File: config.mk
export PLATFORM = sky130hd
export DESIGN_NAME = poly_mult_seq
export DESIGN_NICKNAME = d
export VERILOG_FILES = /design/src/rtl/poly_mult_seq.sv
export SDC_FILE = /design/constraint.sdc
export NUM_CORES = 1
export LEC_CHECK = 0
export BUFFER_PORTS_ARGS = -buffer_cell sky130_fd_sc_hd__buf_2
export CAP_MARGIN = 15
export CELL_PAD_IN_SITES_DETAIL_PLACEMENT = 0
export CELL_PAD_IN_SITES_GLOBAL_PLACEMENT = 1
export CORE_MARGIN = 4
export CORE_UTILIZATION = 50
export DETAILED_ROUTE_END_ITERATION = 8
export GPL_TIMING_DRIVEN = 1
export PLACE_DENSITY = 0.88
export RECOVER_POWER = 100
export SLEW_MARGIN = 20
export SYNTH_ARGS = -nofsm -noshare
export SYNTH_HDL_FRONTEND = slang
export SYNTH_SLANG_ARGS = --single-unit
File: constraint.sdc
create_clock -name clk -period 10.82 [get_ports clk]
set_input_delay 1.623 -clock clk [delete_from_list [all_inputs] [get_ports clk]]
set_output_delay 1.623 -clock clk [all_outputs]
set_load 0.05 [all_outputs]
File: src/rtl/poly_mult_seq.sv
// Sequential polynomial multiplier: one shared W x W MAC, N*N cycles per product.
// Define POLY_NEGACYCLIC_EN for reduction mod x^N+1; default build reduces mod x^N-1.
module poly_mult_seq #(
  parameter int unsigned W = 8,
  parameter int unsigned N = 4
) (
  input  logic           clk,
  input  logic           rst_n,
  input  logic           in_valid,
  output logic           in_ready,
  input  logic [N*W-1:0] a,
  input  logic [N*W-1:0] b,
  output logic           out_valid,
  input  logic           out_ready,
  output logic [N*W-1:0] c,
  output logic           busy
);

  localparam int unsigned IW = $clog2(N);
  localparam logic [IW-1:0] LAST = IW'(N - 1);

  typedef enum logic [1:0] {S_IDLE, S_MAC, S_DONE} state_e;

  state_e          state_q, state_d;
  logic [W-1:0]    a_q [N];
  logic [W-1:0]    a_d [N];
  logic [W-1:0]    b_q [N];
  logic [W-1:0]    b_d [N];
  logic [W-1:0]    acc_q [N];
  logic [W-1:0]    acc_d [N];
  logic [W-1:0]    acc_nx [N];
  logic [IW-1:0]   i_q, i_d, j_q, j_d;
  logic [N*W-1:0]  c_q, c_d;
  logic            out_valid_q, out_valid_d;
  logic            in_ready_q, in_ready_d;
  logic            busy_q, busy_d;
  logic [W-1:0]    p_c;
  logic [IW-1:0]   k_c;
  logic            wrap_c;

  // State and datapath registers; reset aborts any operation in flight.
  always_ff @(posedge clk or negedge rst_n) begin
    if (!rst_n) begin
      state_q     <= S_IDLE;
      a_q         <= '{default: '0};
      b_q         <= '{default: '0};
      acc_q       <= '{default: '0};
      i_q         <= '0;
      j_q         <= '0;
      c_q         <= '0;
      out_valid_q <= 1'b0;
      in_ready_q  <= 1'b1;
      busy_q      <= 1'b0;
    end else begin
      state_q     <= state_d;
      a_q         <= a_d;
      b_q         <= b_d;
      acc_q       <= acc_d;
      i_q         <= i_d;
      j_q         <= j_d;
      c_q         <= c_d;
      out_valid_q <= out_valid_d;
      in_ready_q  <= in_ready_d;
      busy_q      <= busy_d;
    end
  end

  // Next-state, MAC datapath and registered-output decode.
  always_comb begin
    state_d     = state_q;
    a_d         = a_q;
    b_d         = b_q;
    acc_d       = acc_q;
    i_d         = i_q;
    j_d         = j_q;
    c_d         = c_q;
    out_valid_d = out_valid_q;

    p_c = a_q[i_q] * b_q[j_q];
`ifdef POLY_NEGACYCLIC_EN
    // Carry out of i+j marks a term that wraps past x^N and is negated.
    {wrap_c, k_c} = {1'b0, i_q} + {1'b0, j_q};
`else
    wrap_c = 1'b0;
    k_c    = i_q + j_q;
`endif
    acc_nx      = acc_q;
    acc_nx[k_c] = wrap_c ? (acc_q[k_c] - p_c) : (acc_q[k_c] + p_c);

    case (state_q)
      S_IDLE: begin
        if (in_valid && in_ready_q) begin
          for (int unsigned k = 0; k < N; k++) begin
            a_d[k] = a[k*W +: W];
            b_d[k] = b[k*W +: W];
          end
          acc_d   = '{default: '0};
          i_d     = '0;
          j_d     = '0;
          state_d = S_MAC;
        end
      end
      S_MAC: begin
        acc_d = acc_nx;
        j_d   = j_q + IW'(1);
        if (j_q == LAST) i_d = i_q + IW'(1);
        // Final pass: publish the accumulator including this cycle's product.
        if (i_q == LAST && j_q == LAST) begin
          for (int unsigned k = 0; k < N; k++) c_d[k*W +: W] = acc_nx[k];
          out_valid_d = 1'b1;
          state_d     = S_DONE;
        end
      end
      S_DONE: begin
        if (out_ready) begin
          out_valid_d = 1'b0;
          state_d     = S_IDLE;
        end
      end
      default: state_d = S_IDLE;
    endcase

    in_ready_d = (state_d == S_IDLE);
    busy_d     = (state_d == S_MAC);
  end

  assign in_ready  = in_ready_q;
  assign out_valid = out_valid_q;
  assign c         = c_q;
  assign busy      = busy_q;

endmodule

==> results by group, run 1 <==
STA
  – Final Setup Violations: 0
  – Final Hold Viols: 0
  – Unrepaired setup endpoints after global routing: no
  – Final worst-path cycle share: roughly 65%
  – Peak Freq: approximately 140 MHz
  – Setup_tns: 0 ns
  – Clk_skew: 0.0102 ns
  – Tightest Pin Transition: roughly 3.7 ns
  – Max Slew Vio Count: between 200 and 300
  – Max_slew headroom: -145%
  – Minimum clock period: a little over 7 ns

Worst setup path
  – Setup slack, reg-to-reg: 4.87 ns
  – Worst reg2reg endpoint: acc_q[15]$_DFFE_PN0P_
  – Setup CP Type: in -> async
  – CP required: 10.56 ns
  – Critical path data arrival time: between 6 and 7 ns
  – Critical Path Max Stage Delay: 2.60 ns
  – Largest delay share family, worst path: buffers and inverters
  – CP cell instances: clkbuf_1, clkbuf_1
  – Buf+Inv Stages, Crit Path: 2
  – CP Capture Type: asynchronous set/reset pin
  – Slowest CP cell: clkbuf_1
  – Cell count of the worst reg-to-reg path: 16
  – Most used cell, CP: clkbuf_1
  – Worst Setup Start Kind: input pin
  – Reg-to-reg critical path startpoint: j_q[0]$_DFFE_PN0P_
  – Crit-path max FO: 70

Hold path
  – Worst min-delay path category: reg -> reg
  – Hold EP: c[17]$_DFFE_PN0P_
  – Worst Hold Depth: 2
  – Hold Path Origin: c[17]$_DFFE_PN0P_

Yosys
  – Synth Instances: 581
  – Synth cell types: 41
  – Sequential cell area fraction in the yosys report: roughly 48%
  – Avg Inst Size Synth: ~12 um^2
  – Synth Warn #: 0
  – Yosys reg bits: roughly 140
  – Syn Std Cell Area: slightly above 7000 um^2
  – Post-Syn Nets: ~690

Layout
  – Final nets: a little under 800
  – Fill cells: approximately 1100
  – Layout area overhead: 15.0%
  – Layout cells sized above 1: approximately 28%
  – # diodes: 0

Route
  – Final WL: between 15000 and 20000 um
  – WL per Instance: ~18 um
  – ANT nets after route: 0
  – DR iter-0 viols: between 300 and 400
  – Via count: between 4000 and 5000
  – DR DRC count: 0
  – TritonRoute pass-1 iters: 4
  – Vias per std cell: around 5.5

GRT
  – Grt met2 use: 32.4%
  – GRT busiest layer: met2
  – GR Util met3: slightly below 6%
  – Total global-route track usage: between 20% and 30%
  – First-pass GRT wire length: roughly 26000 um
  – Vias in the first global route: slightly above 5000
  – Grt met1 use: around 28%
  – Initial antenna violation count: 0
  – Remaining Overflow, GRT: 0
  – Pin count of the biggest net entering global routing: 71

Clocking
  – Clock-pin slew on the worst setup and hold paths: approximately 0.06 ns
  – TritonCTS clock tree: done
  – CTS buffer count: 17
  – Root buffer cell: clkbuf_16
  – H-tree Lvls: 4
  – Clk_lat worst skew: around 0.43 ns
  – Cts hold-fix bufs: 0
  – Postcts setup bufs: 0
  – CTS resizes: 0
  – CTS Sinks: ~140
  – Clock Tree Buf Depth: 2

Floorplanning
  – Starting Density: 51.4%
  – Die X: 128 um
  – CORE AREA: 14000 um^2
  – Die ar.: between 15000 and 20000 um^2
  – Chip height: 128 um
  – FP Rows: 43
  – Top Ports: between 100 and 150

Placement
  – GP Congestion: approximately 0.83
  – Detailed placement HPWL: between 10000 and 15000 um
  – I/O Buffers: 102

Job
  – Maxcap violations: 4

Run status
  – Failing checks: max-capacitance violations, max-slew violations
  – Status: finished with violations
per-layer routing:
metal	part of all wire (%)	wire, um	vias to the layer above
li1	-	-	2198
met1	44	6900	2401
met2	49	7700	136
met3	6.1	958	24
met4	1.5	241	0
met5	0	0	-
through the flow:
stage | setup slack, ns | utilization [%] | instances | hold slack [ns] | instance area (um^2)
after floorplan | 5.60 | - | 581 | 0.459 | 7190
after CTS | 4.86 | 59.7 | 864 | 0.481 | 8350
final | 3.75 | 59.1 | 864 | 0.479 | 8270
after global routing | 2.43 | 59.1 | 864 | 0.502 | 8270
after global placement | 4.97 | 55.4 | 832 | 0.456 | 7740
after detailed placement | 4.87 | 55.4 | 832 | 0.468 | 7740
cell usage in the layout, fill, tap and decap left out, types with 2 or more instances in the layout:
master      count
mux2i_1        25
clkbuf_1       39
fa_1           18
nand2b_1        3
a21o_1          2
o31ai_1         5
nor2b_1         3
a22o_1         20
and2_2          2
mux2_2         64
a21oi_1        13
clkbuf_8        2
buf_2          65
clkinvlp_4      3
clkinv_2        6
inv_1          38
clkbuf_16      17
mux4_2         19
dfrtp_1       136
and2_1         10
bufinv_16       3
mux4_1          5
xnor2_1        10
or2_2           4
ha_1           20
nand2_1        77
o21ai_0        44
nor2_1         13
xor2_1          2
xnor3_1         4
flip-flops by register name, summed over array words and instances, names as in the netlist:
name / count
c: 32
b_q: 32
j_q: 2
state_q: 2
i_q: 2
a_q: 32
acc_q: 32
in_ready: 1
out_valid: 1
busy: 1
cells by family (layout without fill, tap and decap cells):
| kind of cell | Yosys count | after routing | share of synthesized area, % |
|---|---|---|---|
| buffers and inverters | 72 | 175 | 5.01 |
| muxes | 113 | 113 | 21.3 |
| adders and majority gates | 38 | 38 | 8.49 |
| AOI/OAI and AO/OA | 88 | 88 | 7.71 |
| DFF | 137 | 137 | 47.7 |
| xor gates and xnor gates | 16 | 16 | 2.73 |
| and+or+nand+nor | 117 | 117 | 7.08 |
worst max-delay path by stage:
stage,start,to,depth (start not counted),slack (ns)
2_1_floorplan,i_q[0]$_DFFE_PN0P_,c[7]$_DFFE_PN0P_,19,5.60
3_3_place_gp,j_q[0]$_DFFE_PN0P_,c[7]$_DFFE_PN0P_,16,4.97
3_5_place_dp,j_q[0]$_DFFE_PN0P_,c[7]$_DFFE_PN0P_,16,4.87
4_1_cts,j_q[0]$_DFFE_PN0P_,c[15]$_DFFE_PN0P_,16,4.86
5_1_grt,rst_n,acc_q[20]$_DFFE_PN0P_,2,2.43
6_report,rst_n,c[17]$_DFFE_PN0P_,2,3.75
synth_stat cells (all sizes together):
cell type	instances	area [um^2]
nor2	14	55.1
or2	5	31.3
o21ai	46	245
a31oi	1	6.26
a21oi	13	65.1
a21o	2	15.0
nand2b	3	18.8
inv	38	143
nand3	1	5.00
mux2i	25	250
fa	18	360
dfrtp	136	3400
nor2b	3	18.8
xnor2	10	87.6
clkdlybuf4s50	1	11.3
o31ai	5	37.5
ha	20	250
xnor3	4	91.3
buf	9	65.1
mux2	64	721
nor3	1	5.00
clkbuf	24	141
dfstp	1	26.3
a32o	1	10.0
mux4	24	559
xor2	2	17.5
a22o	20	175
and2	12	77.6
nand2	78	298
area by class of cell:
type	count	area (um^2)	area share (%)
clock buffer	19	453	5.48
inverter	38	143	1.73
tap	180	225	2.72
clock inverter	13	151	1.83
sequential	137	3430	41.5
timing repair buffer	105	479	5.80
multi-input combinational	372	3390	41.0
Power of run 1 is left out: the tool's default activity adds up to more than one toggle a clock period on the data nets, which glitch-free logic cannot reach.
==> run 2: changes to the inputs <==
--- a/config.mk
+++ b/config.mk
@@ -10,10 +10,10 @@
 export CELL_PAD_IN_SITES_DETAIL_PLACEMENT = 0
 export CELL_PAD_IN_SITES_GLOBAL_PLACEMENT = 1
 export CORE_MARGIN = 4
-export CORE_UTILIZATION = 50
+export CORE_UTILIZATION = 47
 export DETAILED_ROUTE_END_ITERATION = 8
 export GPL_TIMING_DRIVEN = 1
-export PLACE_DENSITY = 0.88
+export PLACE_DENSITY = 0.84
 export RECOVER_POWER = 100
 export SLEW_MARGIN = 20
 export SYNTH_ARGS = -nofsm -noshare
==> constraint.sdc (replaced) <==
create_clock -name clk -period 6.6 [get_ports clk]
set_input_delay 0.99 -clock clk [delete_from_list [all_inputs] [get_ports clk]]
set_output_delay 0.99 -clock clk [all_outputs]
set_load 0.05 [all_outputs]
==> results by group, run 2 (synthesized netlist as in run 1, its figures left out) <==
Clocking
  – Clk_lat worst skew: 0.42 ns (was 0.43 ns)
  – Clock-pin slew on the worst setup and hold paths: 0.06 ns (about the same)
  – Clock Tree Buf Depth: 2 (unchanged)
  – CTS buffer count: 17 (unchanged)
  – CTS Sinks: 137 (unchanged)
  – Root buffer cell: clkbuf_16 (unchanged)
  – Cts hold-fix bufs: 0 (unchanged)
  – H-tree Lvls: 4 (unchanged)
  – CTS resizes: 0 (unchanged)
  – Postcts setup bufs: 0 (unchanged)
  – TritonCTS clock tree: done (unchanged)

GRT
  – Pin count of the biggest net entering global routing: 80 (was 71)
  – First-pass GRT wire length: 25200 um (was 26300 um)
  – Initial antenna violation count: 0 (unchanged)
  – Vias in the first global route: 5016 (was 5064)
  – Remaining Overflow, GRT: 0 (unchanged)
  – Total global-route track usage: 18.0% (was 20.7%)

Worst setup path
  – Worst Setup Start Kind: flop (was input pin)
  – Critical path data arrival time: 6.21 ns (was 6.81 ns)
  – Crit-path max FO: 11 (was 70)
  – Cell count of the worst reg-to-reg path: 17 (was 16)
  – Reg-to-reg critical path startpoint: i_q[1]$_DFFE_PN0P_ (was j_q[0]$_DFFE_PN0P_)
  – Setup CP Type: reg -> reg (was in -> async)
  – CP Capture Type: flop (was asynchronous set/reset pin)
  – CP required: 6.93 ns (was 10.56 ns)
  – Setup slack, reg-to-reg: 0.73 ns (was 4.87 ns)
  – Worst reg2reg endpoint: acc_q[31]$_DFFE_PN0P_ (was acc_q[15]$_DFFE_PN0P_)

Placement
  – GP Congestion: 0.815 (was 0.833)
  – I/O Buffers: 102 (unchanged)
  – Detailed placement HPWL: 11300 um (was 11600 um)
  – Cells after DPL: 839 (was 832)

Route
  – Vias per std cell: 5.38 (was 5.51)
  – TritonRoute pass-1 iters: 4 (unchanged)
  – DR DRC count: 0 (unchanged)
  – Via count: 4693 (was 4759)
  – DR iter-0 viols: 286 (was 321)
  – Final WL: 15100 um (was 15800 um)
  – ANT nets after route: 0 (unchanged)
  – WL per Instance: 17.3 um (was 18.3 um)

STA
  – Unrepaired setup endpoints after global routing: no (unchanged)
  – Clk_skew: 0.00832 ns (was 0.0102 ns)
  – Hold slack: 0.480 ns (was 0.479 ns)
  – Final worst-path cycle share: around nine tenths
  – Max_slew headroom: -128% (was -145%)
  – Peak Freq: ~170 MHz
  – Final Hold Viols: 0 (unchanged)
  – Max Slew Vio Count: 196 (was 276)
  – Minimum clock period: approximately 5.9 ns
  – Setup_tns: 0 ns (unchanged)
  – Final Setup Violations: 0 (unchanged)
  – Tightest Pin Transition: 3.42 ns (was 3.67 ns)

Hold path
  – Worst Hold Depth: 2 (unchanged)
  – Hold Path Origin: c[24]$_DFFE_PN0P_ (was c[17]$_DFFE_PN0P_)
  – Worst min-delay path category: reg -> reg (unchanged)
  – Hold EP: c[24]$_DFFE_PN0P_ (was c[17]$_DFFE_PN0P_)

Floorplanning
  – Die X: 132 um (was 128 um)
  – Die ar.: 17300 um^2 (was 16400 um^2)
  – Starting Density: 48.7% (was 51.4%)
  – FP Rows: 44 (was 43)
  – CORE AREA: 14800 um^2 (was 14000 um^2)
  – Top Ports: 103 (unchanged)
  – Chip height: 132 um (was 128 um)

Run status
  – Failing checks: max-capacitance violations, max-slew violations (unchanged)
  – Status: finished with violations (unchanged)

Layout
  – # diodes: 0 (unchanged)
  – Final nets: 781 (was 777)
  – Filler-free cell count of the finished design: 872 (was 864)
  – Layout area overhead: 15.2% (was 15.0%)
  – Commonest non-fill, non-tap cell in the layout: dfrtp_1 (unchanged)
  – Layout cells sized above 1: 28.5% (was 27.9%)
  – Commonest cells after routing, fill and taps aside: dfrtp_1 (136), nand2_1 (77), buf_2 (66) (was dfrtp_1 (136), nand2_1 (77), buf_2 (65))

Job
  – Maxcap violations: 3 (was 4)
[run 2: changes by cell type in the layout (fill, tap and decap cells not counted), sizes merged]
cell	delta
clkinvlp	+1
inv	+2
buf	+3
bufinv	-1
clkbuf	+1
clkinv	-2
[run 2: through the flow]
step / utilization (%) / area [um^2] / worst slack (ns)
detailed placement: 52.7 / 7770 / 0.794
CTS: 56.7 / 8360 / 0.770
floorplan: - / 7190 / 1.38
finish: 56.1 / 8280 / 0.729
global placement: 52.7 / 7770 / 0.891
global route: 56.1 / 8280 / 0.279
[run 2: worst max path at each step]
stage	startpoint	to	slack (ns)
after global placement	i_q[1]$_DFFE_PN0P_	c[7]$_DFFE_PN0P_	0.89
final	i_q[1]$_DFFE_PN0P_	acc_q[31]$_DFFE_PN0P_	0.73
after floorplan	i_q[0]$_DFFE_PN0P_	c[7]$_DFFE_PN0P_	1.38
after global routing	i_q[1]$_DFFE_PN0P_	acc_q[23]$_DFFE_PN0P_	0.28
after detailed placement	i_q[1]$_DFFE_PN0P_	c[23]$_DFFE_PN0P_	0.79
after CTS	i_q[1]$_DFFE_PN0P_	c[23]$_DFFE_PN0P_	0.77
[run 2: critical path, cell delays in order, from the launching register on]
cell     delay, ns
dfrtp_1       0.63
xnor2_1       0.16
xnor2_1       0.67
mux4_2        0.43
inv_1         0.09
fa_1          0.44
fa_1          0.52
inv_1         0.05
fa_1          0.48
inv_1         0.05
fa_1          0.52
inv_1         0.04
ha_1          0.31
a21oi_1       0.18
xnor3_1       0.33
xnor3_1       0.52
nand2_1       0.17
o21ai_0       0.21
[run 2: final cells by class]
type / instances / area, um^2
well taps: 184 / 230
inverters: 38 / 143
multi-input cells: 372 / 3390
fillers: 1260 / 6470
repair buffers: 109 / 504
clock inverters: 13 / 144
clock buffers: 19 / 443
flip-flops and latches: 137 / 3430
[run 2: layer usage]
layer	GRT usage (%)	up-vias	share of wire, %
li1	-	2201	-
met1	23.9	2359	44
met2	29.0	116	49
met3	5.35	17	5.2
met4	5.31	0	1.3
met5	0	-	0
Power of run 2 is left out for the same reason.
==> run 3: changes to the inputs <==
--- a/config.mk
+++ b/config.mk
@@ -5,12 +5,13 @@
 export SDC_FILE = /design/constraint.sdc
 export NUM_CORES = 1
 export LEC_CHECK = 0
+export ABC_AREA = 1
 export BUFFER_PORTS_ARGS = -buffer_cell sky130_fd_sc_hd__buf_2
 export CAP_MARGIN = 15
 export CELL_PAD_IN_SITES_DETAIL_PLACEMENT = 0
 export CELL_PAD_IN_SITES_GLOBAL_PLACEMENT = 1
 export CORE_MARGIN = 4
-export CORE_UTILIZATION = 47
+export CORE_UTILIZATION = 43
 export DETAILED_ROUTE_END_ITERATION = 8
 export GPL_TIMING_DRIVEN = 1
 export PLACE_DENSITY = 0.84
==> results by group, run 3 <==
Placement
  – Detailed placement HPWL: 13200 um (was 11300 um)
  – GP Congestion: 0.840 (was 0.815)
  – I/O Buffers: 102 (unchanged)
  – DP Area: 8130 um^2 (was 7770 um^2)
  – Cells after DPL: 1254 (was 839)

Layout
  – Filler-free cell count of the finished design: 1287 (was 872)
  – Final nets: 1155 (was 781)
  – # diodes: 0 (unchanged)
  – Layout area overhead: 15.1% (was 15.2%)
  – Layout cells sized above 1: 11.3% (was 28.5%)
  – Commonest non-fill, non-tap cell in the layout: nand2_1 (was dfrtp_1)
  – Area of the multi-input gates: 3360 um^2 (was 3390 um^2)
  – Reg area: 3430 um^2 (unchanged)
  – Post-route cell area: 8640 um^2 (was 8280 um^2)
  – Fill cells: 1751 (was 1260)
  – Commonest cells after routing, fill and taps aside: nand2_1 (359), dfrtp_1 (136), inv_1 (124) (was dfrtp_1 (136), nand2_1 (77), buf_2 (66))

Route
  – WL per Instance: 14.1 um (was 17.3 um)
  – Via count: 6370 (was 4693)
  – DR DRC count: 0 (unchanged)
  – Vias per std cell: 4.95 (was 5.38)
  – Final WL: 18100 um (was 15100 um)
  – DR iter-0 viols: 359 (was 286)
  – ANT nets after route: 0 (unchanged)
  – TritonRoute pass-1 iters: 5 (was 4)

STA
  – Unrepaired setup endpoints after global routing: no (unchanged)
  – Final worst-path cycle share: 89.4% (was 89.0%)
  – Final Setup Violations: 0 (unchanged)
  – Tightest Pin Transition: 3.53 ns (was 3.42 ns)
  – Final Hold Viols: 0 (unchanged)
  – Setup_tns: 0 ns (unchanged)
  – Peak Freq: 170 MHz (about the same)
  – Hold slack: 0.471 ns (was 0.480 ns)
  – Max_slew headroom: -135% (was -128%)
  – Minimum clock period: 5.90 ns (was 5.87 ns)
  – Clk_skew: 0.00578 ns (was 0.00832 ns)
  – Max Slew Vio Count: 163 (was 196)

Floorplanning
  – CORE AREA: 17200 um^2 (was 14800 um^2)
  – Die ar.: 19600 um^2 (was 17300 um^2)
  – Top Ports: 103 (unchanged)
  – FP Rows: 48 (was 44)
  – Starting Density: 43.7% (was 48.7%)
  – Die X: 140 um (was 132 um)
  – Chip height: 140 um (was 132 um)

Hold path
  – Worst Hold Depth: 2 (unchanged)
  – Worst min-delay path category: reg -> reg (unchanged)

Clocking
  – Clock-pin slew on the worst setup and hold paths: 0.06 ns (about the same)
  – Root buffer cell: clkbuf_16 (unchanged)
  – CTS resizes: 0 (unchanged)
  – Clk_lat worst skew: 0.42 ns (about the same)
  – TritonCTS clock tree: done (unchanged)
  – CTS Sinks: 137 (unchanged)
  – CTS buffer count: 17 (unchanged)
  – H-tree Lvls: 4 (unchanged)
  – Clock Tree Buf Depth: 2 (unchanged)
  – Cts hold-fix bufs: 0 (unchanged)
  – Postcts setup bufs: 0 (unchanged)

GRT
  – Total global-route track usage: 19.4% (was 18.0%)
  – Initial antenna violation count: 0 (unchanged)
  – Pin count of the biggest net entering global routing: 101 (was 80)
  – First-pass GRT wire length: 31000 um (was 25200 um)
  – Vias in the first global route: 6305 (was 5016)
  – Remaining Overflow, GRT: 0 (unchanged)

Yosys
  – Dominant cells by area after synthesis: dfrtp_1 (45%), nand2_1 (18%), o21ai_0 (7.1%), inv_1 (6.2%), fa_1 (4.8%) (was dfrtp_1 (47%), mux2_2 (10%), mux4_2 (6.0%), fa_1 (5.0%), nand2_1 (4.0%))
  – Synth Warn #: 0 (unchanged)
  – Syn Std Cell Area: 7510 um^2 (was 7190 um^2)
  – Sequential cell area fraction in the yosys report: 45.7% (was 47.7%)
  – Avg Inst Size Synth: 7.82 um^2 (was 12.4 um^2)
  – Post-synth top cells: nand2_1 (359), dfrtp_1 (136), inv_1 (124), o21ai_0 (107), nand3_1 (57) (was dfrtp_1 (136), nand2_1 (76), mux2_2 (64), inv_1 (38), o21ai_0 (35))
  – Yosys reg bits: 137 (unchanged)
  – Post-Syn Nets: 1066 (was 687)
  – Synth Flop Type: dfrtp_1 (unchanged)
  – Synth area leader: dfrtp_1 (unchanged)
  – Synth cell types: 35 (was 41)
  – Post-synthesis async set-or-reset flop share: 100% (unchanged)
  – Synth Instances: 960 (was 581)
  – Most numerous cell in the Yosys netlist: nand2_1 (was dfrtp_1)
  – Share of the synthesized area in the top cell type: 45.3% (was 47.3%)
  – Post-synth EDFFs: 0 (unchanged)

Worst setup path
  – CP required: 6.87 ns (was 6.93 ns)
  – Crit-path max FO: 16 (was 11)
  – Cell count of the worst reg-to-reg path: 30 (was 17)
  – Worst Setup SP: i_q[1]$_DFFE_PN0P_ (unchanged)
  – Worst reg2reg endpoint: acc_q[15]$_DFFE_PN0P_ (was acc_q[31]$_DFFE_PN0P_)
  – CP Capture Type: flop (unchanged)
  – Reg-to-reg critical path startpoint: i_q[1]$_DFFE_PN0P_ (unchanged)
  – Worst Setup Start Kind: flop (unchanged)
  – Buf+Inv Stages, Crit Path: 8 (was 4)
  – Slowest CP cell: dfrtp_1 (was xnor2_1)
  – Largest delay share family, worst path: adder cells (unchanged)
  – Setup CP Type: reg -> reg (unchanged)
  – Setup slack, reg-to-reg: 0.70 ns (was 0.73 ns)
  – Critical Path Max Stage Delay: 0.62 ns (was 0.67 ns)
  – Crit path capture: acc_q[15]$_DFFE_PN0P_ (was acc_q[31]$_DFFE_PN0P_)
  – Levels on crit path: 30 (was 17)
  – Critical path data arrival time: 6.16 ns (was 6.21 ns)
  – Most used cell, CP: nand2_1

Job
  – Maxcap violations: 2 (was 3)

Run status
  – Failing checks: max-capacitance violations, max-slew violations (unchanged)
  – Status: finished with violations (unchanged)
==> run 3: cell count changes after synthesis, moves of 10 or more <==
| cell | delta |
|---|---|
| a22o_1 | -20 |
| and2_1 | -10 |
| inv_1 | +86 |
| mux2_2 | -64 |
| mux2i_1 | -25 |
| mux4_2 | -19 |
| nand2_1 | +283 |
| nand3_1 | +56 |
| o211ai_1 | +12 |
| o21ai_0 | +72 |
==> run 3: worst min path at each step <==
stage / end / startpoint
2_1_floorplan: a_q[17]$_DFFE_PN0P_ / a_q[17]$_DFFE_PN0P_
3_3_place_gp: a_q[17]$_DFFE_PN0P_ / a_q[17]$_DFFE_PN0P_
3_5_place_dp: a_q[17]$_DFFE_PN0P_ / a_q[17]$_DFFE_PN0P_
4_1_cts: a_q[17]$_DFFE_PN0P_ / a_q[17]$_DFFE_PN0P_
5_1_grt: b_q[12]$_DFFE_PN0P_ / b_q[12]$_DFFE_PN0P_
6_report: a_q[17]$_DFFE_PN0P_ / a_q[17]$_DFFE_PN0P_
==> run 3: area by class of cell <==
class                           count  area share, %
Inverter                          129           5.75
Clock inverter                     10           1.06
Tap cell                          225           3.26
Timing Repair Buffer              109           5.88
Clock buffer                       22           5.49
Sequential cell                   137           39.7
Multi-Input combinational cell    655           38.9
==> run 3: tightest hold or removal path: stages (launching register included) <==
cell,delay [ns]
dfrtp_1,0.34
nand2_1,0.05
nand2_1,0.05
==> run 3: layer usage <==
| metal | global-route usage, % | vias up | wire (um) |
|---|---|---|---|
| met5 | 0 | - | 0 |
| met4 | 5.20 | 0 | 256 |
| met3 | 3.96 | 21 | 752 |
| met2 | 31.7 | 153 | 8690 |
| met1 | 26.6 | 2998 | 8420 |
| li1 | - | 3198 | - |
==> run 3: cells by family (layout without fill, tap and decap cells) <==
| logic type | count (synthesis) | in the layout | share of synthesized area [%] |
|---|---|---|---|
| fa+ha+maj | 38 | 38 | 8.13 |
| flops | 137 | 137 | 45.7 |
| buf+inv | 168 | 270 | 9.57 |
| xor+xnor | 5 | 5 | 0.584 |
| compound gates | 157 | 157 | 11.5 |
| simple gates | 455 | 455 | 24.6 |
==> run 3: through the flow <==
stage          utilization, %  worst slack (ns)
6_report                 50.3             0.703
5_1_grt                  50.3             0.137
4_1_cts                  50.6             0.767
3_5_place_dp             47.4             0.788
3_3_place_gp             47.4             0.939
2_1_floorplan               -              1.57
Power of run 3 is left out for the same reason.
